**src/rtl/io_wr_pkg.sv**
```systemverilog
// -----------------------------------------------------------------------------
// io_wr_pkg
// Shared widths, region constants, state encoding and the region decode helper
// for the datapath write demultiplexer (io_wr_demux) and its FIFO (wr_fifo).
// -----------------------------------------------------------------------------
package io_wr_pkg;

    localparam int REGION_W = 6;                    // WrAddr[15:10]
    localparam int ADDR_W   = 10;                   // memory word address
    localparam int DATA_W   = 16;                   // write data
    localparam int WADDR_W  = REGION_W + ADDR_W;    // full datapath address
    localparam int ENTRY_W  = WADDR_W + DATA_W;     // one buffered write

    localparam logic [REGION_W-1:0] IO_REGION_DEF = 6'h3F;
    localparam logic [REGION_W-1:0] MEM_REGION    = 6'h00;

    typedef enum logic [0:0] {
        IDLE     = 1'b0,
        MEM_WAIT = 1'b1
    } state_t;

    typedef enum logic [1:0] {
        DEST_MEM = 2'd0,
        DEST_IO  = 2'd1,
        DEST_ERR = 2'd2
    } dest_t;

    typedef struct packed {
        logic [WADDR_W-1:0] addr;
        logic [DATA_W-1:0]  data;
    } wr_entry_t;

    // Memory region is checked first, so it cannot be shadowed by the IO region.
    function automatic dest_t decode_region(input logic [REGION_W-1:0] region,
                                            input logic [REGION_W-1:0] io_region);
        dest_t dest;
        if (region == MEM_REGION) begin
            dest = DEST_MEM;
        end else if (region == io_region) begin
            dest = DEST_IO;
        end else begin
            dest = DEST_ERR;
        end
        return dest;
    endfunction

endpackage

```
**src/rtl/wr_fifo.sv**
```systemverilog
// -----------------------------------------------------------------------------
// wr_fifo
// Small synchronous FIFO holding buffered datapath writes.
//   clk   : clock, all state updates on its rising edge
//   reset : synchronous active-high flush (count and pointers to zero)
//   push  : write din (ignored while full)
//   pop   : discard head entry (ignored while empty)
//   din   : entry to store
//   dout  : current head entry (valid while count != 0)
//   count : number of stored entries, 0..DEPTH
// -----------------------------------------------------------------------------
module wr_fifo
    import io_wr_pkg::*;
#(
    parameter int DEPTH = 2,
    parameter int W     = ENTRY_W
) (
    input  logic                     clk,
    input  logic                     reset,
    input  logic                     push,
    input  logic                     pop,
    input  logic [W-1:0]             din,
    output logic [W-1:0]             dout,
    output logic [$clog2(DEPTH):0]   count
);

    localparam int PTR_W = $clog2(DEPTH);
    localparam logic [PTR_W-1:0] PTR_ONE  = PTR_W'(1'b1);
    localparam logic [PTR_W:0]   CNT_ONE  = (PTR_W + 1)'(1'b1);
    localparam logic [PTR_W:0]   CNT_ZERO = (PTR_W + 1)'(1'b0);
    localparam logic [PTR_W:0]   CNT_FULL = (PTR_W + 1)'(DEPTH);

    logic [W-1:0]     mem_r [DEPTH];
    logic [PTR_W-1:0] wr_ptr_r;
    logic [PTR_W-1:0] rd_ptr_r;
    logic [PTR_W:0]   count_r;
    logic             push_ok_s;
    logic             pop_ok_s;

    // Qualify requests against full/empty so count can never leave 0..DEPTH.
    always_comb begin
        push_ok_s = push && (count_r != CNT_FULL);
        pop_ok_s  = pop  && (count_r != CNT_ZERO);
    end

    // Entry storage; contents are don't-care until written, so no reset.
    always_ff @(posedge clk) begin
        if (push_ok_s) begin
            mem_r[wr_ptr_r] <= din;
        end
    end

    // Pointers wrap naturally because DEPTH is a power of two.
    always_ff @(posedge clk) begin
        if (reset) begin
            wr_ptr_r <= {PTR_W{1'b0}};
            rd_ptr_r <= {PTR_W{1'b0}};
            count_r  <= CNT_ZERO;
        end else begin
            if (push_ok_s) begin
                wr_ptr_r <= wr_ptr_r + PTR_ONE;
            end
            if (pop_ok_s) begin
                rd_ptr_r <= rd_ptr_r + PTR_ONE;
            end
            case ({push_ok_s, pop_ok_s})
                2'b10:   count_r <= count_r + CNT_ONE;
                2'b01:   count_r <= count_r - CNT_ONE;
                default: count_r <= count_r;
            endcase
        end
    end

    assign dout  = mem_r[rd_ptr_r];
    assign count = count_r;

endmodule

```
**src/rtl/io_wr_demux.sv**
```systemverilog
// -----------------------------------------------------------------------------
// io_wr_demux
// Buffers datapath writes and routes each one, strictly in order, to either a
// handshaked memory port (region 0), a single IO output register (IO_REGION),
// or drops it and raises a sticky address error (any other region).
//   CLK, Reset         : clock and synchronous active-high reset
//   WrValid/WrReady    : write request handshake; WrAddr/WrData are the payload
//   MemAddr/MemData    : memory word address and data, held during MemWe
//   MemWe/MemAck       : memory write request, held until acknowledged
//   IOOut/IOStrobe     : IO output register and its one-cycle update pulse
//   AddrErr/ErrClr     : sticky unmapped-address flag and its clear
// -----------------------------------------------------------------------------
module io_wr_demux
    import io_wr_pkg::*;
#(
    parameter int                    FIFO_DEPTH = 2,
    parameter logic [REGION_W-1:0]   IO_REGION  = IO_REGION_DEF
) (
    input  logic                 CLK,
    input  logic                 Reset,
    input  logic                 WrValid,
    output logic                 WrReady,
    input  logic [WADDR_W-1:0]   WrAddr,
    input  logic [DATA_W-1:0]    WrData,
    output logic [ADDR_W-1:0]    MemAddr,
    output logic [DATA_W-1:0]    MemData,
    output logic                 MemWe,
    input  logic                 MemAck,
    output logic [DATA_W-1:0]    IOOut,
    output logic                 IOStrobe,
    output logic                 AddrErr,
    input  logic                 ErrClr
);

    localparam int CNT_W = $clog2(FIFO_DEPTH) + 1;
    localparam logic [CNT_W-1:0] CNT_ZERO = CNT_W'(1'b0);
    localparam logic [CNT_W-1:0] CNT_FULL = CNT_W'(FIFO_DEPTH);

    logic [CNT_W-1:0]   count_s;
    logic [ENTRY_W-1:0] head_vec_s;
    logic [ENTRY_W-1:0] push_vec_s;
    wr_entry_t          head_s;
    dest_t              head_dest_s;
    logic               wr_ready_s;
    logic               push_s;
    logic               pop_s;
    logic               empty_s;
    logic               err_set_s;

    state_t             state_r;
    logic [ADDR_W-1:0]  mem_addr_r;
    logic [DATA_W-1:0]  mem_data_r;
    logic               mem_we_r;
    logic [DATA_W-1:0]  io_out_r;
    logic               io_strobe_r;
    logic               addr_err_r;

    assign push_vec_s = {WrAddr, WrData};
    assign head_s     = head_vec_s;

    wr_fifo #(
        .DEPTH (FIFO_DEPTH),
        .W     (ENTRY_W)
    ) u_fifo (
        .clk   (CLK),
        .reset (Reset),
        .push  (push_s),
        .pop   (pop_s),
        .din   (push_vec_s),
        .dout  (head_vec_s),
        .count (count_s)
    );

    // Ready depends only on the registered count; pop/error come from the head decode.
    always_comb begin
        wr_ready_s  = (count_s < CNT_FULL);
        push_s      = WrValid && wr_ready_s;
        empty_s     = (count_s == CNT_ZERO);
        head_dest_s = decode_region(head_s.addr[WADDR_W-1:ADDR_W], IO_REGION);
        pop_s       = 1'b0;
        err_set_s   = 1'b0;
        case (state_r)
            IDLE: begin
                // A memory entry stays at the head until its ack arrives.
                if (!empty_s) begin
                    pop_s     = (head_dest_s != DEST_MEM);
                    err_set_s = (head_dest_s == DEST_ERR);
                end else begin
                    pop_s     = 1'b0;
                    err_set_s = 1'b0;
                end
            end
            MEM_WAIT: begin
                if (MemAck) begin
                    pop_s = 1'b1;
                end else begin
                    pop_s = 1'b0;
                end
            end
            default: begin
                pop_s     = 1'b0;
                err_set_s = 1'b0;
            end
        endcase
    end

    // Dispatch FSM and all registered outputs.
    always_ff @(posedge CLK) begin
        if (Reset) begin
            state_r     <= IDLE;
            mem_addr_r  <= {ADDR_W{1'b0}};
            mem_data_r  <= {DATA_W{1'b0}};
            mem_we_r    <= 1'b0;
            io_out_r    <= {DATA_W{1'b0}};
            io_strobe_r <= 1'b0;
            addr_err_r  <= 1'b0;
        end else begin
            io_strobe_r <= 1'b0;

            // Set is evaluated after clear so a simultaneous new error wins.
            if (ErrClr) begin
                addr_err_r <= 1'b0;
            end
            if (err_set_s) begin
                addr_err_r <= 1'b1;
            end

            case (state_r)
                IDLE: begin
                    if (!empty_s) begin
                        case (head_dest_s)
                            DEST_MEM: begin
                                state_r    <= MEM_WAIT;
                                mem_addr_r <= head_s.addr[ADDR_W-1:0];
                                mem_data_r <= head_s.data;
                                mem_we_r   <= 1'b1;
                            end
                            DEST_IO: begin
                                io_out_r    <= head_s.data;
                                io_strobe_r <= 1'b1;
                            end
                            default: begin
                                state_r <= IDLE;
                            end
                        endcase
                    end
                end
                MEM_WAIT: begin
                    // Address/data simply hold; only the ack ends the request.
                    if (MemAck) begin
                        mem_we_r <= 1'b0;
                        state_r  <= IDLE;
                    end
                end
                default: begin
                    state_r  <= IDLE;
                    mem_we_r <= 1'b0;
                end
            endcase
        end
    end

    assign WrReady  = wr_ready_s;
    assign MemAddr  = mem_addr_r;
    assign MemData  = mem_data_r;
    assign MemWe    = mem_we_r;
    assign IOOut    = io_out_r;
    assign IOStrobe = io_strobe_r;
    assign AddrErr  = addr_err_r;

endmodule

```
**config.mk**
```make
export PLATFORM = sky130hd
export DESIGN_NAME = io_wr_demux
export DESIGN_NICKNAME = d
export VERILOG_FILES = /design/src/rtl/io_wr_pkg.sv /design/src/rtl/wr_fifo.sv /design/src/rtl/io_wr_demux.sv
export SDC_FILE = /design/constraint.sdc
export NUM_CORES = 1
export LEC_CHECK = 0
export ABC_AREA = 1
export CORE_ASPECT_RATIO = 0.5
export CORE_UTILIZATION = 45
export CTS_CLUSTER_DIAMETER = 150
export DETAILED_ROUTE_END_ITERATION = 10
export PLACE_DENSITY = 0.78
export SLEW_MARGIN = 20
export SYNTH_ARGS = -nofsm -noshare
export SYNTH_HDL_FRONTEND = slang
export SYNTH_SLANG_ARGS = --single-unit
```
**constraint.sdc**
```tcl
create_clock -name CLK -period 2.98 [get_ports CLK]
set_clock_uncertainty 0.1 [all_clocks]
set_input_delay 0.596 -clock CLK [delete_from_list [all_inputs] [get_ports CLK]]
set_output_delay 0.596 -clock CLK [all_outputs]
set_load 0.02 [all_outputs]
```
==> results.py, run 1 <==
metrics = {
    "status": {
        "outcome": "completed",
    },
    "logic_synthesis": {
        "netlist_area_um2": 4349,
        "yosysWarningCount": 0,
        "flops_latches_synth": 115,
        "synth_seq_area_share_pct": 67.66,
        "syn_nets": 431,
        "syn-instance-count": 393,
        "yosys.cell_types.count": 25,
        "synthesis.area_per_instance_um2": 11.07,
    },
    "clock_network": {
        "cts-root-buf": "sky130_fd_sc_hd__clkbuf_16",
        "cts_tree": "built",
        "clock_path_buffers": 2,
        "cts-buffers-inserted": 17,
        "clock_latency_ns": 0.41,
        "htreeDepth": 4,
        "clkSinkCount": 115,
        "post-cts-setup-buffer-count": 0,
        "path_clk_slew_ns": 0.05,
    },
    "timing": {
        "slew_headroom_pct": 56.82,
        "report.final.slew_viol_count": 0,
        "final.period_utilization_pct": 85.30,
        "tns_ns": 0,
        "layout_min_cycle_time_ns": 2.542,
        "timing.fmax_mhz": 393.4,
        "rsz_0062_raised_after_global_routing": "false",
        "report.final.setup_viol": 0,
        "worst_margin_slew_ns": 0.6477,
        "hold_viol_final": 0,
    },
    "routing": {
        "num_vias": 3108,
        "drc_errors": 0,
        "routed_via_density": 4.973,
        "detail-route-antenna-nets": 0,
        "drt-initial-drc-count": 216,
        "detail_route.wl_per_cell_um": 15.46,
        "routed_wirelength_um": 9665,
        "detailed_router_iteration_count_before_antenna_repair": 4,
    },
    "global_route": {
        "globalRoute.totalOverflow": 0,
        "number_of_global_route_vias_before_repair": 3112,
        "use_met1_pct": 26.25,
        "global_route.usage.met3_pct": 7.821,
        "wire_length_of_the_first_global_routing_pass_um": 15740,
        "pin_count_of_the_biggest_net_entering_global_routing": 34,
        "globalRoute.busiestLayer": "met2",
        "antenna_found_initial": 0,
        "global_route.usage.total_pct": 21.33,
        "globalRouteMet2Util_pct": 34.60,
    },
    "pwr": {
        "switchingPower_w": 0.001478,
        "irDropWorstVdd_uv": 483.2,
        "leakagePower_nw": 2.153,
        "intPower_w": 0.003544,
        "swShare_pct": 29.42,
        "power_frac_clock_pct": 40.6,
        "combinationalPowerShare_pct": 20.0,
        "seq_power_share_pct": 39.4,
        "pwr_density_cell_nw_per_um2": 850.9,
    },
    "setup_path": {
        "critical_path_required_ns": 3.16,
        "worst_ep_arrival_time_ns": 2.73,
        "setup.worst_path.end_class": "flip-flop",
        "cp-start-kind": "flip-flop",
        "worst-setup-path-type": "reg2reg",
        "critical_path_peak_fanout": 18,
    },
    "job": {
        "cap_viol_max_count": 0,
    },
    "floorplanning": {
        "dieArea_um2": 10090,
        "initial_utilization_pct": 48.12,
        "chipWidth_um": 141.0,
        "top_level_port_count": 83,
        "core_area_um2": 9039,
        "die_y_um": 71.52,
        "placement_rows": 24,
    },
    "cells_and_area": {
        "fin_cells": 625,
        "nets": 520,
        "antenna_cell_count": 0,
        "post_route_cells_drive_above_1_share_pct": 11.52,
        "synthToLayoutAreaGrowth_pct": 35.70,
    },
    "placed_design": {
        "post-dp-hpwl_um": 6002,
        "place.gp.congestion": 0.7143,
        "dpl.cell_count": 593,
        "io_buffer_count": 82,
    },
    "hold_path": {
        "holdCritPathClass": "reg2reg",
    },
}
per-layer routing:
| layer | share of wire [%] | routed length, um |
|---|---|---|
| met4 | 0.83 | 80 |
| met3 | 6.4 | 623 |
| met2 | 49 | 4769 |
| met1 | 43 | 4191 |
| met5 | 0 | 0 |
cells in the mapped netlist:
cell type	instances	area, um^2
sky130_fd_sc_hd__inv_2	1	3.750
sky130_fd_sc_hd__edfxtp_1	64	1922
sky130_fd_sc_hd__buf_2	7	35.03
sky130_fd_sc_hd__nor2_1	9	33.78
sky130_fd_sc_hd__nand4_1	16	100.1
sky130_fd_sc_hd__a21oi_1	49	245.2
sky130_fd_sc_hd__nor2_2	2	12.51
sky130_fd_sc_hd__ha_1	1	12.51
sky130_fd_sc_hd__nand4_2	1	12.51
sky130_fd_sc_hd__nand2_1	122	457.9
sky130_fd_sc_hd__nor2_8	2	40.04
sky130_fd_sc_hd__nor2_4	1	11.26
sky130_fd_sc_hd__xor2_1	1	8.760
sky130_fd_sc_hd__nand3_1	2	10.01
sky130_fd_sc_hd__nand2_2	4	25.02
sky130_fd_sc_hd__buf_4	2	15.01
sky130_fd_sc_hd__nor3_1	1	5.000
sky130_fd_sc_hd__buf_6	4	45.04
sky130_fd_sc_hd__inv_1	24	90.09
sky130_fd_sc_hd__dfxtp_1	51	1021
sky130_fd_sc_hd__and2_1	1	6.260
sky130_fd_sc_hd__o21ai_0	3	15.01
sky130_fd_sc_hd__clkbuf_1	7	26.28
sky130_fd_sc_hd__nand3_4	2	35.03
sky130_fd_sc_hd__mux2i_1	16	160.2
final cells by class:
class	count	area, um^2
Fill cell	658	3137
Sequential cell	115	2947
Multi-Input combinational cell	233	1209
Timing Repair Buffer	90	888.4
Clock buffer	18	439.2
Clock inverter	14	162.7
Tap cell	130	162.7
Inverter	25	93.84
placed cells by master, fill, tap and decap left out, types with 7 or more instances in the layout:
cell / netlist / final
sky130_fd_sc_hd__nand2_1: 122 / 122
sky130_fd_sc_hd__edfxtp_1: 64 / 64
sky130_fd_sc_hd__buf_4: 2 / 7
sky130_fd_sc_hd__nand4_1: 16 / 16
sky130_fd_sc_hd__dfxtp_1: 51 / 50
sky130_fd_sc_hd__a21oi_1: 49 / 49
sky130_fd_sc_hd__mux2i_1: 16 / 16
sky130_fd_sc_hd__clkbuf_16: 0 / 17
sky130_fd_sc_hd__inv_1: 24 / 24
sky130_fd_sc_hd__clkdlybuf4s50_1: 0 / 81
through the flow:
stage          utilization (%)  power, W  worst slack, ns  hold slack [ns]  instance area (um^2)
2_1_floorplan                -  0.002703           0.3824           0.3566                  4349
3_3_place_gp             58.61  0.002965           0.4916           0.3528                  5298
3_5_place_dp             58.61  0.002998           0.3683           0.3555                  5298
4_1_cts                  65.27  0.005063           0.2398           0.3643                  5899
5_1_grt                  65.30  0.005242           0.1882           0.3856                  5902
6_report                 65.30  0.005022           0.4381           0.3608                  5902
worst max-delay path: stages, from the launching register on:
cell and delay, ns:
sky130_fd_sc_hd__dfxtp_4 0.51, sky130_fd_sc_hd__inv_2 0.20, sky130_fd_sc_hd__nand2_1 0.11, sky130_fd_sc_hd__nand2_1 0.08
sky130_fd_sc_hd__nor2_2 0.19, sky130_fd_sc_hd__nand3_4 0.14, sky130_fd_sc_hd__nand2_1 0.13, sky130_fd_sc_hd__nand2_1 0.06
sky130_fd_sc_hd__ha_1 0.31, sky130_fd_sc_hd__a21oi_1 0.12, sky130_fd_sc_hd__o21ai_0 0.14, sky130_fd_sc_hd__o21ai_0 0.23
sky130_fd_sc_hd__a21oi_1 0.07
worst paths after layout:
| path | startpoint | slack, ns | to | cells after the start |
|---|---|---|---|---|
| max | flip-flop | 0.44 | u_fifo.count[1] | 12 |
| min reg2reg | MemData[6] | 0.36 | MemData[6] | 2 |
| max reg2reg | flip-flop | 0.44 | u_fifo.count[1] | 12 |
| min | MemData[6] | 0.36 | MemData[6] | 2 |
kinds of logic (layout without fill, tap and decap cells):
family          count (synthesis)  in the layout  share of synthesized area (%)
flops                         115            115                          67.66
fa+ha+maj                       1              1                         0.2876
mux                            16             16                          3.682
buf+inv                        45            147                          4.948
xor+xnor                        1              1                         0.2014
compound gates                 52             52                          5.984
simple gates                  163            163                          17.23
registers in the layout, summed over array words and instances (netlist names), named ones only:
register         flops
MemData             16
u_fifo.count         2
u_fifo.mem_r        64
IOOut               16
u_fifo.wr_ptr_r      1
MemWe                1
u_fifo.rd_ptr_r      1
MemAddr             10
state_r              1
AddrErr              1
IOStrobe             1
power by group through the flow:
stage	Sequential, W	Clock [W]	Combinational [W]
final	0.00198	0.00204	0.00100
after global routing	0.00200	0.00214	0.00110
after CTS	0.00198	0.00207	0.00101
after detailed placement	0.00201	0	0.000989
after global placement	0.00200	0	0.000963
after floorplan	0.00198	0	0.000727
repair_timing:
action	in CTS	in global routing
hold endpoints to repair	0	0
gates resized for setup	0	1
hold buffers	0	0
setup endpoints to repair	0	1
Power figures use the tool's default switching activity.
==> inputs of run 2 (changes only) <==
--- a/config.mk
+++ b/config.mk
@@ -8,9 +8,11 @@
 export ABC_AREA = 1
 export CORE_ASPECT_RATIO = 0.5
 export CORE_UTILIZATION = 45
+export CTS_BUF_LIST = sky130_fd_sc_hd__clkbuf_4 sky130_fd_sc_hd__clkbuf_8
 export CTS_CLUSTER_DIAMETER = 150
 export DETAILED_ROUTE_END_ITERATION = 10
 export PLACE_DENSITY = 0.78
+export RECOVER_POWER = 25
 export SLEW_MARGIN = 20
 export SYNTH_ARGS = -nofsm -noshare
 export SYNTH_HDL_FRONTEND = slang
==> run 2 against run 1 <==
Net effect: non-clock buffer count did not move; largest power group is now registers; combinational power barely moved; register-to-register slack barely moved; critical path depth did not move; cell count rose by 0.16%.
==> results.py, run 2 (synthesized netlist as in run 1, its figures left out) <==
metrics = {
    "routing": {
        "routed_via_density": 4.901,
        "num_vias": 3068,
        "drc_errors": 0,
        "detail-route-antenna-nets": 0,
        "routed_wirelength_um": 9317,
        "detailed_router_iteration_count_before_antenna_repair": 5,
        "drt-initial-drc-count": 170,
        "detail_route.wl_per_cell_um": 14.88,
    },
    "global_route": {
        "globalRoute.totalOverflow": 0,
        "pin_count_of_the_biggest_net_entering_global_routing": 34,
        "number_of_global_route_vias_before_repair": 3092,
        "wire_length_of_the_first_global_routing_pass_um": 15310,
        "antenna_found_initial": 1,
        "global_route.usage.total_pct": 20.57,
    },
    "setup_path": {
        "register_to_register_setup_slack_ns": 0.42,
        "critical_path_peak_fanout": 18,
        "number_of_cells_traversed_by_the_worst_register_to_register_path": 12,
        "reg2reg_to": "u_fifo.count[1]",
        "worst-setup-path-type": "reg2reg",
        "cp-start-kind": "flip-flop",
        "setup.worst_path.end_class": "flip-flop",
        "critical_path_required_ns": 3.19,
        "worst_ep_arrival_time_ns": 2.76,
    },
    "pwr": {
        "combinationalPowerShare_pct": 22.2,
        "seq_power_share_pct": 44.5,
        "switchingPower_w": 0.001398,
        "leakagePower_nw": 2.073,
        "intPower_w": 0.003048,
        "swShare_pct": 31.45,
        "power_frac_clock_pct": 33.3,
        "pwr_density_cell_nw_per_um2": 778.2,
        "irDropWorstVdd_uv": 379.2,
    },
    "cells_and_area": {
        "fill_cells": 685,
        "largest_reg_flops": 64,
        "final_cell_area_um2": 5713,
        "nets": 520,
        "synthToLayoutAreaGrowth_pct": 31.36,
        "mostFrequentLayoutCell": "sky130_fd_sc_hd__nand2_1",
        "post_route_cells_drive_above_1_share_pct": 11.52,
        "regMostFlops": "u_fifo.mem_r",
        "layout_common_cells": "sky130_fd_sc_hd__nand2_1 (122), sky130_fd_sc_hd__edfxtp_1 (64), sky130_fd_sc_hd__clkdlybuf4s50_1 (52), sky130_fd_sc_hd__dfxtp_1 (50), sky130_fd_sc_hd__a21oi_1 (49)",
        "final_core_util_pct": 63.21,
    },
    "floorplanning": {
        "die_y_um": 71.52,
        "core_area_um2": 9039,
        "initial_utilization_pct": 48.12,
        "chipWidth_um": 141.0,
        "top_level_port_count": 83,
        "placement_rows": 24,
        "dieArea_um2": 10090,
    },
    "timing": {
        "layout_min_cycle_time_ns": 2.555,
        "rsz_0062_raised_after_global_routing": "false",
        "final.period_utilization_pct": 85.75,
        "tns_ns": 0,
        "slew_headroom_pct": 57.11,
        "finalWorstSetupSlack_ns": 0.4245,
        "hold_viol_final": 0,
        "report.final.slew_viol_count": 0,
        "report.final.setup_viol": 0,
        "whs_ns": 0.3630,
        "timing.fmax_mhz": 391.3,
        "worst_margin_slew_ns": 0.6434,
    },
    "clock_network": {
        "path_clk_slew_ns": 0.07,
        "clkSinkCount": 115,
        "clock_latency_ns": 0.43,
        "cts-root-buf": "sky130_fd_sc_hd__clkbuf_8",
        "clock_path_buffers": 2,
        "cts-buffers-inserted": 17,
        "cts_tree": "built",
        "post-cts-setup-buffer-count": 0,
        "htreeDepth": 4,
    },
    "placed_design": {
        "io_buffer_count": 82,
        "detailed_place.area_um2": 5298,
        "place.gp.congestion": 0.7143,
        "dp_slack_ns": 0.3683,
        "post-dp-hpwl_um": 6002,
    },
    "hold_path": {
        "min_to": "MemAddr[0]",
        "timing.hold.worst.start": "MemAddr[0]",
        "hold_depth": 2,
        "holdCritPathClass": "reg2reg",
    },
    "job": {
        "cap_viol_max_count": 0,
    },
    "status": {
        "outcome": "completed",
    },
}
## run 2: changes by cell type in the layout (fill, tap and decap cells not counted)
cell | before | now
sky130_fd_sc_hd__diode_2 | 0 | 1
sky130_fd_sc_hd__clkdlybuf4s50_1 | 81 | 52
sky130_fd_sc_hd__dlygate4sd3_1 | 0 | 29
sky130_fd_sc_hd__clkbuf_8 | 1 | 18
sky130_fd_sc_hd__clkbuf_16 | 17 | 0
## run 2: cell type report
| cell class | instances | area [um^2] | share of cell area [%] |
|---|---|---|---|
| Clock buffer | 18 | 247.7 | 4.336 |
| Sequential cell | 115 | 2947 | 51.58 |
| Tap cell | 130 | 162.7 | 2.847 |
| Multi-Input combinational cell | 233 | 1209 | 21.16 |
| Clock inverter | 14 | 162.7 | 2.847 |
| Timing Repair Buffer | 90 | 888.4 | 15.55 |
| Inverter | 25 | 93.84 | 1.643 |
| Antenna cell | 1 | 2.502 | 0.04380 |
## run 2: worst max path at each step
stage	startpoint	endpoint	slack (ns)	cells after the start
after global routing	flip-flop	u_fifo.count[1]	0.18	12
after CTS	flip-flop	u_fifo.count[1]	0.23	12
final	flip-flop	u_fifo.count[1]	0.42	12
after global placement	flip-flop	u_fifo.count[1]	0.49	12
after floorplan	WrValid	u_fifo.mem_r[1][0]	0.38	2
after detailed placement	flip-flop	u_fifo.count[1]	0.37	12
## run 2: stage by stage
step           std cells  power [W]
2_1_floorplan        393   0.002703
3_3_place_gp         593   0.002965
3_5_place_dp         593   0.002998
4_1_cts              625   0.004486
5_1_grt              626   0.004667
6_report             626   0.004446
## run 2: metal layers
metal	up-vias	wire (um)	track usage [%]
li1	1511	-	-
met1	1460	4196	25.40
met2	83	4567	33.39
met3	14	434	5.414
met4	0	119	11.96
met5	-	0	0
## run 2: power by group through the flow
stage | clock (W) | combinational (W) | sequential [W]
6_report | 0.00148 | 0.000986 | 0.00198
4_1_cts | 0.00151 | 0.00100 | 0.00198
3_3_place_gp | 0 | 0.000963 | 0.00200
2_1_floorplan | 0 | 0.000727 | 0.00198
5_1_grt | 0.00158 | 0.00109 | 0.00200
3_5_place_dp | 0 | 0.000989 | 0.00201
## run 2: what timing repair did
action                                  in CTS  in global routing
gates resized for setup                      0                  1
endpoints found under the setup margin       0                  1
hold buffers                                 0                  0
## run 2: critical path, cell delays in order (launching register included)
cell and delay (ns):
sky130_fd_sc_hd__dfxtp_4 0.52, sky130_fd_sc_hd__inv_2 0.20, sky130_fd_sc_hd__nand2_1 0.11, sky130_fd_sc_hd__nand2_1 0.08
sky130_fd_sc_hd__nor2_2 0.19, sky130_fd_sc_hd__nand3_4 0.13, sky130_fd_sc_hd__nand2_1 0.12, sky130_fd_sc_hd__nand2_1 0.06
sky130_fd_sc_hd__ha_1 0.32, sky130_fd_sc_hd__a21oi_1 0.13, sky130_fd_sc_hd__o21ai_0 0.14, sky130_fd_sc_hd__o21ai_0 0.23
sky130_fd_sc_hd__a21oi_1 0.07
==> inputs of run 3 (changes only) <==
--- a/config.mk
+++ b/config.mk
@@ -11,9 +11,10 @@
 export CTS_BUF_LIST = sky130_fd_sc_hd__clkbuf_4 sky130_fd_sc_hd__clkbuf_8
 export CTS_CLUSTER_DIAMETER = 150
 export DETAILED_ROUTE_END_ITERATION = 10
-export PLACE_DENSITY = 0.78
+export PLACE_DENSITY = 0.77
 export RECOVER_POWER = 25
 export SLEW_MARGIN = 20
 export SYNTH_ARGS = -nofsm -noshare
 export SYNTH_HDL_FRONTEND = slang
+export SYNTH_HIERARCHICAL = 1
 export SYNTH_SLANG_ARGS = --single-unit
==> constraint.sdc (replaced) <==
create_clock -name CLK -period 2.98 [get_ports CLK]
set_clock_uncertainty 0.1 [all_clocks]
set_input_delay 0.447 -clock CLK [delete_from_list [all_inputs] [get_ports CLK]]
set_output_delay 0.447 -clock CLK [all_outputs]
set_load 0.02 [all_outputs]
==> run 3 against run 2 <==
Net effect: fmax up 4.7%; total power increased by 6.5%; utilization fell by 3.9 points; largest cell class unchanged.
==> results.py, run 3 <==
metrics = {
    "pwr": {
        "pwr_density_cell_nw_per_um2": 781.2,
        "irDropWorstVdd_uv": 375.1,
        "leakagePower_nw": 2.522,
    },
    "setup_path": {
        "worst_ep_arrival_time_ns": 2.70,
        "cp-start-kind": "flip-flop",
        "crit_slowest_cell": "sky130_fd_sc_hd__dfxtp_2",
        "setup.worst_path.end_class": "flip-flop",
        "max_stage_delay_ns": 0.57,
        "number_of_cells_traversed_by_the_worst_register_to_register_path": 13,
        "critical_path_peak_fanout": 13,
        "critical_path_required_ns": 3.24,
        "crit_top_cell": "sky130_fd_sc_hd__nor2_1",
        "critical_path.cell_chain": "mux2_4 > nor2_1 > inv_1 > nor2_8 > o22ai_1 > o21ai_0 > inv_1 > ha_1 > inv_1 > nand2_1 > nor2_1 > nor2_1 > nor2_1",
        "worst-setup-path-type": "reg2reg",
        "path_delay_family": "simple AND/OR/NAND/NOR gates",
        "crit_cells": 13,
        "critPathBufInv": 3,
    },
    "logic_synthesis": {
        "syn_nets": 479,
        "synth_top_family_by_area": "simple AND/OR/NAND/NOR gates",
        "synth_simple_gate_area_share_pct": 18.29,
        "synth.top_cells.by_area": "sky130_fd_sc_hd__edfxtp_1 (41%), sky130_fd_sc_hd__dfxtp_1 (22%), sky130_fd_sc_hd__mux2_4 (9.5%)",
        "synthesis.area_per_instance_um2": 10.75,
        "post_synth_mux_area_share_pct": 9.979,
        "yosys.cell_types.count": 24,
        "synth_fa_ha_area_share_pct": 0.2640,
        "synth_ff_type": "sky130_fd_sc_hd__edfxtp_1",
        "yosysWarningCount": 6,
        "synthArstFlopShare_pct": 0,
        "synth_compound_area_share_pct": 1.188,
        "synthXorXnorAreaFrac_pct": 0,
        "synth_seq_area_share_pct": 62.09,
        "flops_latches_synth": 115,
        "synth_top_area_share_pct": 40.55,
        "yosys.cell_count.top_type": "sky130_fd_sc_hd__nor2_1",
        "syn-instance-count": 441,
        "netlist_area_um2": 4740,
        "number_of_enable_type_register_cells_in_the_synthesized_netlist": 64,
        "yosys.area.top_type": "sky130_fd_sc_hd__edfxtp_1",
        "top_cells_by_count_synth": "sky130_fd_sc_hd__nor2_1 (99), sky130_fd_sc_hd__nand2_1 (72), sky130_fd_sc_hd__edfxtp_1 (64)",
    },
    "timing": {
        "hold_viol_final": 0,
        "tns_ns": 0,
        "layout_min_cycle_time_ns": 2.440,
        "timing.fmax_mhz": 409.8,
        "slew_headroom_pct": 54.33,
        "rsz_0062_raised_after_global_routing": "false",
        "report.final.setup_viol": 0,
        "final.period_utilization_pct": 81.88,
        "worst_margin_slew_ns": 0.6842,
        "report.final.slew_viol_count": 0,
    },
    "cells_and_area": {
        "fill_cells": 837,
        "largest_reg_flops": 64,
        "mostFrequentLayoutCell": "sky130_fd_sc_hd__nor2_1",
        "synthToLayoutAreaGrowth_pct": 27.88,
        "post_route_cells_drive_above_1_share_pct": 15.07,
        "final_cell_area_um2": 6061,
        "regMostFlops": "u_fifo/mem_r",
        "multiInputGateArea_um2": 1424,
        "layout_common_cells": "sky130_fd_sc_hd__nor2_1 (97), sky130_fd_sc_hd__nand2_1 (72), sky130_fd_sc_hd__edfxtp_1 (64), sky130_fd_sc_hd__inv_1 (56), sky130_fd_sc_hd__clkdlybuf4s50_1 (53)",
        "fin_cells": 685,
        "nets": 569,
        "seqCellArea_um2": 2944,
    },
    "clock_network": {
        "post_cts_resized": 0,
        "cts_tree": "built",
        "cts-buffers-inserted": 17,
        "cts-root-buf": "sky130_fd_sc_hd__clkbuf_8",
        "clock_path_buffers": 2,
        "clkSinkCount": 115,
        "clock_latency_ns": 0.42,
        "path_clk_slew_ns": 0.07,
        "post-cts-setup-buffer-count": 0,
        "htreeDepth": 4,
        "hold_buffers": 0,
    },
    "floorplanning": {
        "dieArea_um2": 10970,
        "initial_utilization_pct": 46.40,
        "chipWidth_um": 147.1,
        "top_level_port_count": 83,
        "core_area_um2": 10210,
        "die_y_um": 74.57,
        "placement_rows": 26,
    },
    "global_route": {
        "number_of_global_route_vias_before_repair": 2892,
        "globalRoute.totalOverflow": 0,
        "wire_length_of_the_first_global_routing_pass_um": 13440,
        "global_route.usage.total_pct": 16.65,
        "pin_count_of_the_biggest_net_entering_global_routing": 43,
        "antenna_found_initial": 1,
    },
    "status": {
        "outcome": "completed",
    },
    "hold_path": {
        "holdCritPathClass": "reg2reg",
        "hold_depth": 2,
    },
    "routing": {
        "drt-initial-drc-count": 204,
        "detail-route-antenna-nets": 0,
        "drc_errors": 0,
        "num_vias": 3067,
        "routed_wirelength_um": 8592,
        "detailed_router_iteration_count_before_antenna_repair": 5,
        "routed_via_density": 4.477,
        "detail_route.wl_per_cell_um": 12.54,
    },
    "job": {
        "cap_viol_max_count": 0,
    },
    "placed_design": {
        "io_buffer_count": 82,
        "dpl.cell_count": 652,
        "place.gp.congestion": 0.7673,
        "detailed_place.area_um2": 5659,
        "post-dp-hpwl_um": 5659,
    },
}
## run 3: cell count changes after synthesis, moves of 4 or more
cell | previous run | this run
sky130_fd_sc_hd__nand2_2 | 4 | 0
sky130_fd_sc_hd__mux2i_1 | 16 | 0
sky130_fd_sc_hd__nand2_1 | 122 | 72
sky130_fd_sc_hd__mux2_4 | 0 | 30
sky130_fd_sc_hd__nand4_1 | 16 | 1
sky130_fd_sc_hd__nand3_1 | 2 | 27
sky130_fd_sc_hd__a21oi_1 | 49 | 5
sky130_fd_sc_hd__inv_1 | 24 | 56
sky130_fd_sc_hd__nor2_1 | 9 | 99
## run 3: layout make-up
type,instances,area share [%]
diodes,1,0.04129
multi-input cells,250,23.49
flip-flops and latches,115,48.58
clock inverters,4,0.7432
inverters,58,3.592
well taps,140,2.890
clock buffers,28,5.842
repair buffers,89,14.82
## run 3: where the power goes
group	total, W	internal (W)	leakage (nW)	switching (W)
registers	0.00208	0.00196	1.01	0.000117
clock network	0.00141	0.000837	0.214	0.000573
logic	0.00125	0.000569	1.30	0.000677
## run 3: per-layer routing
metal / global-route usage (%) / up-vias / wire length (um)
met2: 29.09 / 68 / 4339
met3: 4.663 / 6 / 397
met5: 0 / - / 0
met1: 19.13 / 1409 / 3780
li1: - / 1584 / -
met4: 9.164 / 0 / 75
## run 3: final timing paths
path,from,endpoint,slack [ns]
worst min-delay path,AddrErr,AddrErr,0.36
worst max-delay path,flip-flop,u_fifo/count[1],0.54
worst min register to register,AddrErr,AddrErr,0.36
worst max register to register,flip-flop,u_fifo/count[1],0.54
## run 3: kinds of logic after synthesis
logic type	after synthesis
AOI/OAI and AO/OA	11
adders and majority gates	1
buffers and inverters	76
DFF	115
muxes	32
and+or+nand+nor	206
## run 3: worst reg2reg max path, cell delays in order, from the launching register on
cell	delay, ns
sky130_fd_sc_hd__dfxtp_2	0.57
sky130_fd_sc_hd__mux2_4	0.35
sky130_fd_sc_hd__nor2_1	0.17
sky130_fd_sc_hd__inv_1	0.13
sky130_fd_sc_hd__nor2_8	0.12
sky130_fd_sc_hd__o22ai_1	0.06
sky130_fd_sc_hd__o21ai_0	0.11
sky130_fd_sc_hd__inv_1	0.09
sky130_fd_sc_hd__ha_1	0.31
sky130_fd_sc_hd__inv_1	0.09
sky130_fd_sc_hd__nand2_1	0.05
sky130_fd_sc_hd__nor2_1	0.08
sky130_fd_sc_hd__nor2_1	0.05
sky130_fd_sc_hd__nor2_1	0.10
## run 3: stage by stage
step                util [%]  setup WS, ns  power (W)  hold slack [ns]
global placement       55.40        0.6737   0.003346           0.3523
detailed placement     55.40        0.5517   0.003377           0.3556
global route           59.33        0.3375   0.004978           0.4146
floorplan                  -        0.4130   0.003108           0.3650
CTS                    59.31        0.5311   0.004794           0.3665
finish                 59.33        0.5399   0.004735           0.3627
